`config.mk`:
```
export PLATFORM = sky130hd
export DESIGN_NAME = data_memory_mmio_flat
export DESIGN_NICKNAME = d
export VERILOG_FILES = /design/src/rtl/data_memory_mmio_if.sv /design/src/rtl/data_memory_mmio.sv /design/src/flat_wrapper.sv
export SDC_FILE = /design/constraint.sdc
export NUM_CORES = 2
export LEC_CHECK = 0
export ABC_CLOCK_PERIOD_IN_PS = 4600
export BUFFER_PORTS_ARGS = -buffer_cell sky130_fd_sc_hd__buf_2
export CAP_MARGIN = 20
export CORE_MARGIN = 2
export CORE_UTILIZATION = 40
export CTS_CLUSTER_SIZE = 28
export DETAILED_ROUTE_END_ITERATION = 12
export GPL_TIMING_DRIVEN = 0
export PLACE_DENSITY = 0.62
export SETUP_SLACK_MARGIN = 0.15
export SLEW_MARGIN = 10
export SYNTH_ARGS = -nofsm -noshare
export SYNTH_HDL_FRONTEND = slang
export SYNTH_SLANG_ARGS = --single-unit
export TNS_END_PERCENT = 50
```
`constraint.sdc`:
```
create_clock -name clk -period 4.6 [get_ports clk]
set_input_delay 1.15 -clock clk [delete_from_list [all_inputs] [get_ports clk]]
set_output_delay 1.15 -clock clk [all_outputs]
set_load 0.05 [all_outputs]
```
`src/rtl/data_memory_mmio_if.sv`:
```
// CPU data-memory port plus the debug output stream, bundled for the MMIO data memory.
// The CPU (or bench) side uses the master view; the memory uses the slave view.
interface data_memory_mmio_if;
  logic [31:0] a;
  logic        we;
  logic [31:0] wd;
  logic [31:0] rd;
  logic        out_valid;
  logic [31:0] out_data;
  logic        out_ready;

  modport master (
    output a, we, wd, out_ready,
    input  rd, out_valid, out_data
  );

  modport slave (
    input  a, we, wd, out_ready,
    output rd, out_valid, out_data
  );
endinterface

```
`src/rtl/data_memory_mmio.sv`:
```
// Word RAM plus an MMIO window (cycle counter, debug output FIFO, status, scratch)
// answering the single-cycle CPU's data port with zero-latency loads.
module data_memory_mmio #(
  parameter int unsigned RAM_WORDS  = 64,
  parameter int unsigned FIFO_DEPTH = 4,
  parameter logic [31:0] MMIO_BASE  = 32'h0000_FF00
) (
  input logic               clk,
  input logic               rst_n,
  data_memory_mmio_if.slave bus
);

  localparam int unsigned     RAM_AW    = (RAM_WORDS > 1) ? $clog2(RAM_WORDS) : 1;
  localparam int unsigned     PTR_W     = $clog2(FIFO_DEPTH);
  localparam int unsigned     CNT_W     = PTR_W + 1;
  localparam logic [31:0]     RAM_BYTES = 32'(RAM_WORDS * 4);
  localparam logic [CNT_W-1:0] FULL_CNT = CNT_W'(FIFO_DEPTH);

  typedef enum logic [1:0] {
    REG_CYCLE   = 2'd0,
    REG_OUT     = 2'd1,
    REG_STATUS  = 2'd2,
    REG_SCRATCH = 2'd3
  } mmio_reg_e;

  logic [31:0]       ram [RAM_WORDS];
  logic [31:0]       fifo_mem [FIFO_DEPTH];
  logic [PTR_W-1:0]  wr_ptr;
  logic [PTR_W-1:0]  rd_ptr;
  logic [CNT_W-1:0]  fifo_count;
  logic              ovf;
  logic [31:0]       cycle_cnt;
  logic [31:0]       scratch;

  logic              is_ram;
  logic              is_mmio;
  mmio_reg_e         reg_sel;
  logic [RAM_AW-1:0] ram_idx;
  logic              wr_out;
  logic              wr_status;
  logic              wr_scratch;
  logic              empty;
  logic              full;
  logic              pop;
  logic              push_ok;
  logic              drop;
  logic [31:0]       status_word;
  logic [31:0]       rd_mux;

  assign is_ram  = bus.a < RAM_BYTES;
  assign is_mmio = bus.a[31:4] == MMIO_BASE[31:4];
  assign reg_sel = mmio_reg_e'(bus.a[3:2]);
  assign ram_idx = bus.a[RAM_AW+1:2];

  assign wr_out     = bus.we && is_mmio && (reg_sel == REG_OUT);
  assign wr_status  = bus.we && is_mmio && (reg_sel == REG_STATUS);
  assign wr_scratch = bus.we && is_mmio && (reg_sel == REG_SCRATCH);

  assign empty = fifo_count == '0;
  assign full  = fifo_count == FULL_CNT;
  assign pop   = !empty && bus.out_ready;
  // A pop in the same edge frees the slot, so a push into a full FIFO still lands.
  assign push_ok = wr_out && (!full || pop);
  assign drop    = wr_out && full && !pop;

  assign status_word = {16'h0000, 8'(fifo_count), 5'b00000, ovf, full, empty};

  assign bus.out_valid = !empty;
  assign bus.out_data  = fifo_mem[rd_ptr];

  // RAM is deliberately outside the reset domain so its contents survive a reset.
  always_ff @(posedge clk) begin
    if (bus.we && is_ram) begin
      ram[ram_idx] <= bus.wd;
    end
  end

  always_ff @(posedge clk or negedge rst_n) begin
    if (!rst_n) begin
      cycle_cnt  <= '0;
      scratch    <= '0;
      ovf        <= 1'b0;
      wr_ptr     <= '0;
      rd_ptr     <= '0;
      fifo_count <= '0;
      for (int i = 0; i < int'(FIFO_DEPTH); i++) begin
        fifo_mem[i] <= '0;
      end
    end else begin
      cycle_cnt <= cycle_cnt + 32'd1;
      if (wr_scratch) begin
        scratch <= bus.wd;
      end
      if (drop) begin
        ovf <= 1'b1;
      end else if (wr_status) begin
        ovf <= 1'b0;
      end
      if (push_ok) begin
        fifo_mem[wr_ptr] <= bus.wd;
        wr_ptr           <= wr_ptr + 1'b1;
      end
      if (pop) begin
        rd_ptr <= rd_ptr + 1'b1;
      end
      case ({push_ok, pop})
        2'b10:   fifo_count <= fifo_count + 1'b1;
        2'b01:   fifo_count <= fifo_count - 1'b1;
        default: fifo_count <= fifo_count;
      endcase
    end
  end

  always_comb begin
    rd_mux = '0;
    if (is_ram) begin
      rd_mux = ram[ram_idx];
    end else if (is_mmio) begin
      case (reg_sel)
        REG_CYCLE:   rd_mux = cycle_cnt;
        REG_OUT:     rd_mux = '0;
        REG_STATUS:  rd_mux = status_word;
        REG_SCRATCH: rd_mux = scratch;
        default:     rd_mux = '0;
      endcase
    end
  end

  assign bus.rd = rd_mux;

endmodule

```
`src/flat_wrapper.sv`:
```
// flat-port wrapper written by rule: the top's interface ports become plain ports
module data_memory_mmio_flat 
#(
  parameter int unsigned RAM_WORDS  = 64,
  parameter int unsigned FIFO_DEPTH = 4,
  parameter logic [31:0] MMIO_BASE  = 32'h0000_FF00
)
  (clk, rst_n, bus_a, bus_we, bus_wd, bus_out_ready, bus_rd, bus_out_valid, bus_out_data);
  data_memory_mmio_if bus_i ();
  input logic clk;
  input logic rst_n;
  input wire logic [$bits(bus_i.a)-1:0] bus_a;
  input wire logic [$bits(bus_i.we)-1:0] bus_we;
  input wire logic [$bits(bus_i.wd)-1:0] bus_wd;
  input wire logic [$bits(bus_i.out_ready)-1:0] bus_out_ready;
  output wire logic [$bits(bus_i.rd)-1:0] bus_rd;
  output wire logic [$bits(bus_i.out_valid)-1:0] bus_out_valid;
  output wire logic [$bits(bus_i.out_data)-1:0] bus_out_data;
  assign bus_i.a = bus_a;
  assign bus_i.we = bus_we;
  assign bus_i.wd = bus_wd;
  assign bus_i.out_ready = bus_out_ready;
  assign bus_rd = bus_i.rd;
  assign bus_out_valid = bus_i.out_valid;
  assign bus_out_data = bus_i.out_data;
  data_memory_mmio #(.RAM_WORDS(RAM_WORDS), .FIFO_DEPTH(FIFO_DEPTH), .MMIO_BASE(MMIO_BASE)) u_core (.clk(clk), .rst_n(rst_n), .bus(bus_i));
endmodule
```
=== Word level (Yosys, flattened, before mapping) ===
Memories as Yosys holds them, arrays and structs flattened.
Cells that the tools add are included.

* Register bits after elaboration: 200
* RAM bits: 2,048
* Output and inout port bits: 65
* Logic and storage cells: 61
* Memories kept: 1

* Add/subtract/negate cells: 5
* Magnitude comparators: 4
* Equality and inequality tests: 7
* Multiplexer cells: 14
* Bitwise logic cells: 2
* Reductions and logical operators: 18

{| class="wikitable"
|+ Memory list
! memory !! words !! width !! rd ports !! clocked after memory_dff !! wr ports !! RTL line !! text
|-
| u_core.ram || 64 || 32 || 1 || 0 || 1 || data_memory_mmio.sv:26 || <nowiki>logic [31:0] ram [RAM_WORDS];</nowiki>
|}

{| class="wikitable"
|+ Operator list
! operator !! count
|-
| $mux W32 || 5
|-
| $bwmux W128 || 1
|-
| $pmux W32 S4 || 1
|-
| $bmux W32 S2 || 1
|-
| $demux W32 S2 || 1
|-
| $add A32 B1 Y32 const B || 1
|-
| $lt A32 B9 Y1 const B || 1
|-
| $eq A28 B12 Y1 const B || 1
|-
| $logic_and A1 B1 Y1 || 10
|-
| $eq A2 B2 Y1 const B || 3
|-
| $ge A3 B3 Y1 const B || 2
|-
| $not A2 Y3 || 2
|-
| $pmux W3 S2 || 1
|-
| $add A2 B1 Y2 const B || 2
|-
| $eq A2 B1 Y1 const B || 2
|-
| $mux W1 || 4
|-
| $reduce_bool A2 Y1 || 2
|-
| $add A3 B1 Y3 const B || 1
|-
| $eq A3 B3 Y1 const B || 1
|-
| $logic_not A1 Y1 || 3
|-
| $logic_not A3 Y1 || 1
|-
| $lt A3 B1 Y1 const B || 1
|-
| $sub A3 B1 Y3 const B || 1
|-
| $logic_not A2 Y1 || 1
|-
| $logic_or A1 B1 Y1 || 1
|}

=== Depth between registers and ports, before layout ===
* Depth in word-level cells: 7
* Gate-level depth with buffers: 12
* Depth with buffers taken out: 10

=== Least setup slack after synthesis ===
Ideal clock, no wire load.

* Path kind: in2out
* Start point: input port bus_a[3]
* End point: output port bus_rd[14]
* Arrival time: 3,936 ps
* Setup slack: -486 ps
* Cell stages on the path: 9
* Buffers on the path: 4
* Path through: buf_2 -> buf_2 -> buf_1 -> clkbuf_1 -> mux4_2 -> nor3_1 -> a211oi_1 -> nand2_1 -> o31ai_1

* Longest elaborated chain between the ends: 4

{| class="wikitable"
|+ RTL lines
! item !! RTL line !! text
|-
| from (decl) || flat_wrapper.sv:12 || <nowiki>input wire logic [$bits(bus_i.a)-1:0] bus_a;</nowiki>
|-
| branches (longest 3 deep; another with $lt A32 B9 Y1) || - ||
|-
| $mux W32 * || data_memory_mmio.sv:116 || <nowiki>if (is_ram) begin</nowiki>
|-
| to (decl) || flat_wrapper.sv:16 || <nowiki>output wire logic [$bits(bus_i.rd)-1:0] bus_rd;</nowiki>
|}

Every way passes the cells marked *.

=== Final worst setup path ===
* Start point: input port bus_a[2]
* End point: output port bus_rd[0]

Same word-level chain as after synthesis.

==> implementation parameters <==
Parameter                              Value

Die
  Total die area ... 223000 um2
  Number of core rows ... 171
  Starting density of the core ... 40.3%
  Number of top-level pins ... 133
  Overall die width ... 472 um
  Placeable Area ... 217000 um2
  Die height ... 472 um

Worst setup path
  Worst setup EP type ... primary output
  Element type at the critical path start ... primary input
  Highest cell delay on the worst timing path ... 810 ps
  Most frequent cell on the critical path ... buf_16
  Maximum fanout along the worst path ... 4
  Crit path arrival time ... 4660 ps
  Path type of the worst setup path ... primary input to primary output
  Worst r2r src ... u_core.cycle_cnt[2]
  Chain of cells forming the critical path ... buf_8 > buf_12 > buf_16 > buf_12 > buf_16 > buf_16 > buf_16 > buf_16 > nor2_4 > mux2i_1 > o211ai_1 > nand4_1 > a31oi_2 > buf_6 > o22ai_4 > buf_8
  Data required, critical path ... 3450 ps
  Slowest-stage cell, CP ... o211ai_1
  Worst setup path startpoint ... bus_a[2]

Logic synthesis
  Compound-cell area share of the yosys netlist ... 3.45%
  Count of cell types in the netlist ... 66
  Dominant combinational cell family by area after synthesis ... multiplexers
  Simple logic cell fraction of the synthesized area ... 2.27%
  Sequential area share after synthesis ... 75.9%
  Number of flops mapped to enable cells by yosys ... 2048
  FFs w/ async S/R, synth ... 8.90%
  Average cell area after synthesis ... 20.8 um2
  Net count after synthesis ... 4290
  Number of warnings issued by yosys ... 0
  Xor/xnor cell area share of the yosys netlist ... 0.360%
  Flip-flop cell with the highest count after synthesis ... edfxtp_1
  #FFs+latches synth ... 2248
  Mapped cell area ... 87600 um2
  Post-Synthesis Cells ... 4215
  Mux share of post-synthesis cell area ... 16.6%
  Share of synthesized cell area in full adder, half adder and majority cells ... 0.109%

CTS
  Clock latency of the later-clocked register in the worst-skew pair ... 920 ps
  Sinks on Clock Net ... 2248
  Clock tree buffer depth ... 3
  Post-CTS clock slew at the launch and capture registers of the worst setup and hold paths ... 60 ps
  TritonCTS clock tree ... done
  H-Tree Level Count ... 4
  CTS Hold Buffers Added ... 0
  Clock root cell ... clkbuf_16
  Number of buffers inserted during clock tree synthesis ... 216

Placed design
  Global placer's final weighted congestion ... 0.966
  Detailed Place HPWL ... 231000 um
  Dpl ws ... -2750 ps
  I/O Buffers ... 129

Pwr
  Max IR drop VDD ... 0.423 mV
  Fraction of power consumed by the clock network ... 41.0%
  Power share of the combinational group ... 7.8%
  Total power after layout ... 0.0435 W
  Power Internal ... 0.0332 W
  Net Switching ... 0.0103 W
  Power density over cell area ... 396 nW/um2
  Seq pwr share ... 51.3%
  Leakage power total ... 36.9 nW
  Share of total power consumed by net switching ... 23.7%

STA
  Setup Total Neg Slack ... -23630 ps
  Final count of hold timing violations ... 0
  RSZ-0062 raised after global routing ... yes
  Setup WS post-layout ... -1210 ps
  Max Transition Viols Final ... 0
  Final worst path period share ... 126%
  Relative slew slack ... 25.8%
  Peak clock frequency supported by timing ... 172 MHz
  Total setup violations reported at the end of the flow ... 45
  Time the final worst path needs with I/O delays and setup ... 5810 ps
  Layout Skew ... 31.2 ps
  Worst Max-Slew Pin Slew ... 1110 ps

Drt
  Wire per inst ... 45.0 um
  Final wirelength ... 361000 um
  First-pass DRT Iterations ... 7
  Post-detailed-route count of antenna-violating nets ... 0
  Drt drc ... 0
  DRC marker count from the first detailed-route iteration ... 11038
  Average vias per placed instance ... 6.75
  Total number of vias ... 54171

Worst hold path
  Worst hold-check path type ... primary input to asynchronous set/reset pin

Global route
  Pin count of the biggest net entering global routing ... 107
  Initial antenna violation count ... 28
  Aggregate global-route resource usage ... 31.7%
  Via count of the first global-routing pass ... 49538
  GRT overflow ... 0
  Global-route wire length before repair ... 464000 um

Cells and area
  Count of fill cells added during filler insertion ... 16935
  Fraction of final layout cells with drive strength greater than 1 ... 38.5%
  Area Growth Syn to Fin ... 25.4%
  Fin nets ... 5041

Flow run
  Max_cap viols ... 0

Run status
  Run status ... finished with violations
  Violations in the final reports ... setup timing
power groups by stage:
| stage | Sequential (W) | Clock, W | Combinational (W) |
|---|---|---|---|
| 5_1_grt | 0.0223 | 0.0185 | 0.00339 |
| 3_5_place_dp | 0.0228 | 0 | 0.00269 |
| 4_1_cts | 0.0223 | 0.0178 | 0.00304 |
| 3_3_place_gp | 0.0228 | 0 | 0.00255 |
| 6_report | 0.0223 | 0.0178 | 0.00338 |
| 2_1_floorplan | 0.0228 | 0 | 0.00123 |
worst max-delay path: cells and delay by family:
kind / cells / cell delay (ps)
buffers and inverters: 10 / 1450
muxes: 1 / 80
AOI/OAI and AO/OA: 3 / 1250
and+or+nand+nor: 2 / 680
final timing paths:
path	cells past startpoint	endpoint	slack [ps]
worst max-delay path	16	bus_rd[0]	-1210
worst min-delay path	1	u_core.fifo_mem[14]	290
worst min register to register	1	u_core.fifo_mem[120]	490
min in group clk	1	u_core.fifo_mem[120]	490
max in group asynchronous	2	u_core.cycle_cnt[27]	3360
worst max register to register	7	u_core.cycle_cnt[31]	2330
synthesized netlist by cell type, types with 22 or more instances:
| library cell | n | area (um2) |
|---|---|---|
| edfxtp_1 | 2048 | 61500 |
| mux4_2 | 463 | 10400 |
| dfrtp_1 | 200 | 5000 |
| mux2i_1 | 198 | 1980 |
| mux2_2 | 176 | 1980 |
| a22oi_1 | 144 | 1080 |
| nand2_1 | 126 | 473 |
| nor2_1 | 124 | 465 |
| clkbuf_1 | 119 | 447 |
| buf_2 | 49 | 245 |
| a21oi_1 | 44 | 220 |
| nand3_1 | 43 | 215 |
| buf_4 | 33 | 248 |
| o21ai_0 | 27 | 135 |
| nand4_1 | 26 | 163 |
| xnor2_1 | 26 | 228 |
| o22ai_1 | 23 | 144 |
| a22o_1 | 22 | 193 |
layout make-up:
type	instances	area (um2)	area share, %
diodes	20	50.0	0.0456
clock buffers	263	5600	5.10
clock inverters	139	1360	1.23
inverters	12	48.8	0.0444
plain buffers	232	3230	2.94
well taps	2854	3570	3.25
repair buffers	535	7410	6.75
multi-input cells	1721	22100	20.1
flip-flops and latches	2248	66500	60.5
cells by family after synthesis:
family          count (synthesis)
compound gates                410
xor+xnor                       36
fa+ha+maj                       7
buf+inv                       246
flops                        2248
mux                           848
simple gates                  420
routing by layer:
metal	part of all wire, %	track usage (%)
met3	17	14.9
met5	0.098	0.454
met1	33	38.6
met4	8.6	22.1
met2	42	44.3
flip-flops by register name, summed over array words and instances (netlist names):
signal	count
u_core.ovf	1
u_core.fifo_mem	128
u_core.wr_ptr	2
u_core.ram	2048
u_core.cycle_cnt	32
u_core.scratch	32
u_core.rd_ptr	2
u_core.fifo_count	3
through the flow:
stage                     hold slack, ps  cell area [um2]  util, %  instances
after CTS                            320           108000     49.6       7894
after detailed placement             479            97200     44.7       7394
after floorplan                      446            88000        -       4215
after global placement               461            92200     42.4       7198
after global routing                 354           110000     50.5       8008
final                                288           110000     50.5       8024
placed cells by master, fill, tap and decap left out, types with 40 or more instances in the layout:
cell type,synthesis,final
nand2_1,126,114
buf_6,12,83
clkbuf_1,119,60
dfrtp_1,200,200
clkinv_1,1,70
buf_12,0,139
mux4_2,463,463
buf_2,49,83
a22oi_2,0,42
buf_16,0,115
clkbuf_8,0,40
clkbuf_16,0,229
nor2_4,0,78
buf_4,33,179
mux2_2,176,175
buf_8,0,52
mux2i_1,198,185
edfxtp_1,2048,2048
a22oi_1,144,102
timing repair:
item                                    in CTS  in global routing
pin swaps                                   73                 78
hold endpoints to repair                     0                  0
gates resized for setup                    694                216
endpoints found under the setup margin    1812                 66
buffers inserted                            99                106
gates cloned                                 1                  0
Note: power is estimated with default switching activity, not from simulation.
